<file path="src/rtl/datapath_seq_pkg.sv">
// Shared types and constants for the datapath instruction sequencer.
// DATAPATH_SEQ_ILLEGAL_EN adds a sticky HALT state for undefined encodings.
package datapath_seq_pkg;

    localparam int unsigned OPC_HI = 15;
    localparam int unsigned OPC_LO = 13;
    localparam int unsigned OP_HI  = 12;
    localparam int unsigned OP_LO  = 11;
    localparam int unsigned RN_HI  = 10;
    localparam int unsigned RN_LO  = 8;
    localparam int unsigned RD_HI  = 7;
    localparam int unsigned RD_LO  = 5;
    localparam int unsigned SH_HI  = 4;
    localparam int unsigned SH_LO  = 3;
    localparam int unsigned RM_HI  = 2;
    localparam int unsigned RM_LO  = 0;

    localparam logic [2:0] OPC_MOV = 3'b110;
    localparam logic [2:0] OPC_ALU = 3'b101;

    localparam logic [1:0] MOV_IMM = 2'b10;
    localparam logic [1:0] MOV_REG = 2'b00;
    localparam logic [1:0] OP_ADD  = 2'b00;
    localparam logic [1:0] OP_CMP  = 2'b01;
    localparam logic [1:0] OP_AND  = 2'b10;
    localparam logic [1:0] OP_MVN  = 2'b11;

    localparam logic [1:0] ALU_ADD  = 2'b00;
    localparam logic [1:0] ALU_SUB  = 2'b01;
    localparam logic [1:0] ALU_AND  = 2'b10;
    localparam logic [1:0] ALU_NOTB = 2'b11;

    typedef enum logic [2:0] {
        S_WAIT   = 3'd0,
        S_DECODE = 3'd1,
        S_WR_IMM = 3'd2,
        S_GET_A  = 3'd3,
        S_GET_B  = 3'd4,
        S_EXEC   = 3'd5,
`ifdef DATAPATH_SEQ_ILLEGAL_EN
        S_WR_REG = 3'd6,
        S_HALT   = 3'd7
`else
        S_WR_REG = 3'd6
`endif
    } state_e;

    typedef enum logic [2:0] {
        K_UNDEF   = 3'd0,
        K_MOV_IMM = 3'd1,
        K_MOV_REG = 3'd2,
        K_ADD     = 3'd3,
        K_CMP     = 3'd4,
        K_AND     = 3'd5,
        K_MVN     = 3'd6
    } kind_e;

    typedef struct packed {
        logic       w;
        logic [2:0] readnum;
        logic [2:0] writenum;
        logic       write;
        logic       vsel;
        logic       loada;
        logic       loadb;
        logic       loadc;
        logic       loads;
        logic       asel;
        logic       bsel;
        logic [1:0] shift;
        logic [1:0] aluop;
    } ctrl_t;

    // Map opcode/op fields onto an instruction class; anything unlisted is undefined.
    function automatic kind_e classify(input logic [2:0] opc, input logic [1:0] op);
        kind_e k;
        k = K_UNDEF;
        if (opc == OPC_MOV) begin
            if (op == MOV_IMM)      k = K_MOV_IMM;
            else if (op == MOV_REG) k = K_MOV_REG;
        end else if (opc == OPC_ALU) begin
            case (op)
                OP_ADD:  k = K_ADD;
                OP_CMP:  k = K_CMP;
                OP_AND:  k = K_AND;
                default: k = K_MVN;
            endcase
        end
        return k;
    endfunction

endpackage

</file>
<file path="src/rtl/datapath_seq_dec.sv">
// Moore control decoder: maps sequencer state plus latched instruction onto
// the datapath control vector and the sign-extended immediate.
module datapath_seq_dec
    import datapath_seq_pkg::*;
#(
    parameter int unsigned DW    = 16,
    parameter int unsigned IMM_W = 8
) (
    input  state_e          state_i,
    input  logic [DW-1:0]   ir_i,
    output ctrl_t           ctrl_o,
    output logic [DW-1:0]   imm_o
);

    kind_e      kind;
    logic [2:0] rn;
    logic [2:0] rd;
    logic [2:0] rm;
    logic [1:0] sh;
    logic [1:0] op;

    assign kind  = classify(ir_i[OPC_HI:OPC_LO], ir_i[OP_HI:OP_LO]);
    assign rn    = ir_i[RN_HI:RN_LO];
    assign rd    = ir_i[RD_HI:RD_LO];
    assign rm    = ir_i[RM_HI:RM_LO];
    assign sh    = ir_i[SH_HI:SH_LO];
    assign op    = ir_i[OP_HI:OP_LO];
    assign imm_o = {{(DW-IMM_W){ir_i[IMM_W-1]}}, ir_i[IMM_W-1:0]};

    always_comb begin
        ctrl_o = '0;
        case (state_i)
            S_WAIT: ctrl_o.w = 1'b1;
            S_WR_IMM: begin
                ctrl_o.writenum = rn;
                ctrl_o.vsel     = 1'b1;
                ctrl_o.write    = 1'b1;
            end
            S_GET_A: begin
                ctrl_o.readnum = rn;
                ctrl_o.loada   = 1'b1;
            end
            S_GET_B: begin
                ctrl_o.readnum = rm;
                ctrl_o.loadb   = 1'b1;
            end
            S_EXEC: begin
                ctrl_o.shift = sh;
                case (kind)
                    K_MOV_REG: begin
                        ctrl_o.asel  = 1'b1;
                        ctrl_o.aluop = ALU_ADD;
                        ctrl_o.loadc = 1'b1;
                    end
                    K_MVN: begin
                        ctrl_o.asel  = 1'b1;
                        ctrl_o.aluop = ALU_NOTB;
                        ctrl_o.loadc = 1'b1;
                    end
                    K_ADD, K_AND: begin
                        ctrl_o.aluop = op;
                        ctrl_o.loadc = 1'b1;
                    end
                    K_CMP: begin
                        ctrl_o.aluop = ALU_SUB;
                        ctrl_o.loads = 1'b1;
                    end
                    default: ;
                endcase
            end
            S_WR_REG: begin
                ctrl_o.writenum = rd;
                ctrl_o.write    = 1'b1;
            end
            default: ;
        endcase
    end

endmodule

</file>
<file path="src/rtl/datapath_seq.sv">
// Instruction sequencer for the register-file/ALU datapath: one instruction per start.
// Define DATAPATH_SEQ_ILLEGAL_EN to add a sticky err output and HALT on undefined encodings.
module datapath_seq
    import datapath_seq_pkg::*;
#(
    parameter int unsigned IMM_W = 8,
    parameter int unsigned DW    = 16
) (
    input  logic          clk,
    input  logic          reset,
    input  logic          s,
    input  logic [DW-1:0] instr,
    output logic          w,
    output logic [2:0]    readnum,
    output logic [2:0]    writenum,
    output logic          write,
    output logic          vsel,
    output logic          loada,
    output logic          loadb,
    output logic          loadc,
    output logic          loads,
    output logic          asel,
    output logic          bsel,
    output logic [1:0]    shift,
    output logic [1:0]    ALUop,
`ifdef DATAPATH_SEQ_ILLEGAL_EN
    output logic          err,
`endif
    output logic [DW-1:0] imm_out
);

    state_e        state_q, state_d;
    logic [DW-1:0] ir_q, ir_d;
    kind_e         kind;
    ctrl_t         ctrl;

    assign kind = classify(ir_q[OPC_HI:OPC_LO], ir_q[OP_HI:OP_LO]);

`ifdef DATAPATH_SEQ_ILLEGAL_EN
    logic err_q, err_d;
    assign err = err_q;
`endif

    always_ff @(posedge clk or posedge reset) begin
        if (reset) begin
            state_q <= S_WAIT;
            ir_q    <= '0;
`ifdef DATAPATH_SEQ_ILLEGAL_EN
            err_q   <= 1'b0;
`endif
        end else begin
            state_q <= state_d;
            ir_q    <= ir_d;
`ifdef DATAPATH_SEQ_ILLEGAL_EN
            err_q   <= err_d;
`endif
        end
    end

    always_comb begin
        state_d = state_q;
        ir_d    = ir_q;
`ifdef DATAPATH_SEQ_ILLEGAL_EN
        err_d   = err_q;
`endif
        case (state_q)
            S_WAIT: begin
                if (s) begin
                    ir_d    = instr;
                    state_d = S_DECODE;
                end
            end
            S_DECODE: begin
                case (kind)
                    K_MOV_IMM:               state_d = S_WR_IMM;
                    K_MOV_REG, K_MVN:        state_d = S_GET_B;
                    K_ADD, K_CMP, K_AND:     state_d = S_GET_A;
                    default: begin
`ifdef DATAPATH_SEQ_ILLEGAL_EN
                        err_d   = 1'b1;
                        state_d = S_HALT;
`else
                        state_d = S_WAIT;
`endif
                    end
                endcase
            end
            S_WR_IMM: state_d = S_WAIT;
            S_GET_A:  state_d = S_GET_B;
            S_GET_B:  state_d = S_EXEC;
            // CMP only updates status, so it skips the register write-back.
            S_EXEC:   state_d = (kind == K_CMP) ? S_WAIT : S_WR_REG;
            S_WR_REG: state_d = S_WAIT;
`ifdef DATAPATH_SEQ_ILLEGAL_EN
            S_HALT:   state_d = S_HALT;
`endif
            default:  state_d = S_WAIT;
        endcase
    end

    datapath_seq_dec #(
        .DW    (DW),
        .IMM_W (IMM_W)
    ) u_dec (
        .state_i (state_q),
        .ir_i    (ir_q),
        .ctrl_o  (ctrl),
        .imm_o   (imm_out)
    );

    assign w        = ctrl.w;
    assign readnum  = ctrl.readnum;
    assign writenum = ctrl.writenum;
    assign write    = ctrl.write;
    assign vsel     = ctrl.vsel;
    assign loada    = ctrl.loada;
    assign loadb    = ctrl.loadb;
    assign loadc    = ctrl.loadc;
    assign loads    = ctrl.loads;
    assign asel     = ctrl.asel;
    assign bsel     = ctrl.bsel;
    assign shift    = ctrl.shift;
    assign ALUop    = ctrl.aluop;

endmodule
</file>
<file path="config.mk">
export PLATFORM = sky130hd
export DESIGN_NAME = datapath_seq
export DESIGN_NICKNAME = d
export VERILOG_FILES = /design/src/rtl/datapath_seq_pkg.sv /design/src/rtl/datapath_seq_dec.sv /design/src/rtl/datapath_seq.sv
export SDC_FILE = /design/constraint.sdc
export NUM_CORES = 1
export LEC_CHECK = 0
export ABC_AREA = 1
export CAP_MARGIN = 5
export CORE_MARGIN = 4
export CORE_UTILIZATION = 30
export DETAILED_ROUTE_END_ITERATION = 16
export SKIP_LAST_GASP = 1
export SLEW_MARGIN = 5
export SYNTH_ARGS = -nofsm -noshare
export SYNTH_HDL_FRONTEND = slang
export SYNTH_HIERARCHICAL = 1
export SYNTH_SLANG_ARGS = --single-unit
</file>
<file path="constraint.sdc">
create_clock -name clk -period 1.82 [get_ports clk]
set_clock_uncertainty 0.1 [all_clocks]
set_input_delay 0.546 -clock clk [delete_from_list [all_inputs] [get_ports clk]]
set_output_delay 0.546 -clock clk [all_outputs]
set_load 0.02 [all_outputs]
</file>
==> flow_summary.ini <==
[pwr]
p_seq_frac = 0.212
powerDensity_nw_per_um2 = 1620
swShare = 0.459
clkPwrFrac = 0.080
vdd_drop_max_uv = 797
p_leak_uw = 0.00117
internal-power_uw = 2080
design_power_total_uw = 3850
power_switching_uw = 1760
pwr-share-comb = 0.708

[status]
violations = setup timing
status = finished, violations left

[floorplan]
rows = 24
ios = 54
fp.dieW_um = 75.5
start_util = 0.312
die_area_um2 = 5710
die_y_um = 75.5
core_area_um2 = 4380

[synth]
synth.avg_cell_area_um2 = 8.30
netlist_top_cells_area = dfrtp_1 35%, buf_4 9.3%, mux2_2 7.4%, nand2_1 7.4%, inv_1 7.1%
ys.flop_type = dfrtp_1
async_flop_share = 1.00
synth_top_area_share = 0.347
ys_seq_elements = 19
syn_area_um2 = 1370
netlist_top_cells_count = 27 x nand2_1, 26 x inv_1, 19 x dfrtp_1
syn_nets = 189
yosys.area.top_type = dfrtp_1
synth_seq_area_share = 0.347
synth-edff-count = 0
ys_types = 24
synth_cells = 165
ys.warnings.count = 6
yosysMostFrequentCell = nand2_1

[place]
port_buffers = 52
place_inst = 274
gp_congestion = 0.843
hpwl_mm = 2.77
post-place-ws_ns = -0.687

[final_layout]
finalNetCount = 264
diodes = 0
fin_cells = 291
drive_above_1_share = 0.498
fillCellCount = 423
area_growth_syn_to_layout_pct = 73.9

[drt]
ant_nets = 0
drtIter0Drc = 70
post_drt_wl_per_cell_um = 12.6
dr.pass1.iters = 4
wl_mm = 3.66
drc = 0
num_vias = 1325
viasPerCell = 4.55

[timing]
rsz0062_at_grt = yes
clock.fmax_mhz = 431
fin_crit_sh = 1.27
final.min_clock_period_ns = 2.32
setup_viol = 18
fin_ws_ns = -0.498
hold_violations = 0
drv_slew = 0
whs_ns = 0.411

[critical_path]
end_kind = output port
max_stage_delay_ns = 0.39
crit_chain = inv_4, ha_4, inv_2, nand2_4, nand2_4, nand2_4, nand4_1, a21oi_2, buf_4
crit_slowest_cell = dfrtp_1
critPathMaxFanout = 4
cpMostUsedCell = nand2_4
required_ns = 1.17
path_buf_inv = 3
cp_top_family = flip-flops
start_kind = register
criticalPathCategory = register to output port
worst_ep_arrival_time_ns = 1.67

[clock_network]
insertion_delay_ns = 0.26
cts-root-buf = clkbuf_8
tritoncts = built
clock_path_buffers = 2
cts.sinks = 19
htree_levels = 1
cts_buffers = 3
clkTransAtPathRegs_ns = 0.08

[hold_path]
hp-class = register to register

[global_routing]
grt_pass1_wl_mm = 5.75
grt_pass1_vias = 1304
grt_usage = 0.133
grt_max_degree = 20
grt_overflow_total = 0
antenna_found_initial = 0

[job]
maxCapViolations = 0
cells by family (layout without fill, tap and decap cells):
logic type / Yosys count / in the layout / synth area share
buf+inv: 46 / 120 / 0.178
fa+ha+maj: 5 / 5 / 0.0457
compound gates: 15 / 15 / 0.0576
mux: 13 / 13 / 0.118
other cells: 1 / 1 / 0.00274
flops: 19 / 19 / 0.347
simple gates: 66 / 66 / 0.250
what timing repair did:
action / 4_1_cts / 5_1_grt
pin swaps: 8 / 20
endpoints found under the setup margin: 34 / 18
hold buffers: 0 / 0
setup buffers: 9 / 7
resized for setup: 137 / 23
final timing paths:
| check | start | endpoint | slack [ns] | depth (start not counted) |
|---|---|---|---|---|
| setup / recovery | ir_q[11] | ALUop[1] | -0.50 | 9 |
| hold / removal | ir_q[10] | ir_q[10] | 0.41 | 1 |
| setup reg to reg | state_q[1] | ir_q[0] | 0.05 | 7 |
| hold reg to reg | ir_q[10] | ir_q[10] | 0.41 | 1 |
| max in group asynchronous | reset | state_q[1] | 0.89 | 3 |
| min in group asynchronous | reset | ir_q[4] | 0.50 | 3 |
flip-flops by register name, indices dropped and copies added (netlist names):
signal and count:
state_q 3, ir_q 16
per-layer routing:
| layer | up-vias | global-route usage | share of wire |
|---|---|---|---|
| met5 | - | 0 | 0 |
| met4 | 0 | 0.0369 | 0.019 |
| met3 | 6 | 0.0356 | 0.051 |
| met2 | 30 | 0.236 | 0.52 |
| met1 | 621 | 0.157 | 0.41 |
| li1 | 668 | - | - |
worst reg2reg max path: stages (launching register included):
cell and delay, ns:
dfrtp_2 0.46, buf_4 0.15, buf_6 0.11, buf_4 0.14, nor2_4 0.14, nand3_4 0.11, buf_12 0.16, mux2_4 0.29
cell type report:
cell class,count,area (um2),share of cell area
clock buffers,3,41.3,0.0174
clock inverters,1,7.51,0.00315
inverters,28,110,0.0463
multi-input cells,100,842,0.354
flip-flops and latches,19,478,0.201
well taps,52,65.1,0.0273
repair buffers,88,836,0.351
layout by cell type (no fill, tap or decap), types with 4 or more instances in the layout:
master | synthesis | final
mux2_4 | 4 | 4
nand2_1 | 27 | 18
nand3_2 | 0 | 4
clkdlybuf4s50_1 | 0 | 18
o21ai_2 | 0 | 5
nor3_4 | 1 | 4
inv_1 | 26 | 19
nor2_1 | 13 | 10
buf_6 | 1 | 20
nand2_2 | 0 | 5
dfrtp_1 | 19 | 17
nand3_1 | 10 | 6
buf_4 | 17 | 30
nand4_1 | 6 | 6
dlygate4sd2_1 | 0 | 16
nand2_4 | 0 | 4
a21oi_1 | 5 | 4
nor2_2 | 1 | 4
mux2_2 | 9 | 9
inv_2 | 2 | 7
metrics by stage:
stage	utilization	TNS (ns)	instance area, um2
2_1_floorplan	-	-0.597	1440
3_3_place_gp	0.479	-8.28	2100
3_5_place_dp	0.479	-8.55	2100
4_1_cts	0.513	-4.56	2250
5_1_grt	0.543	-5.98	2380
6_report	0.543	-4.37	2380
power groups by stage:
stage	clock network, uW	logic [uW]	registers (uW)
after floorplan	0	1540	853
after global placement	0	2430	808
after detailed placement	0	2450	814
after CTS	317	2540	806
after global routing	326	2990	845
final	307	2720	817
Note: power is estimated with default switching activity, not from simulation.
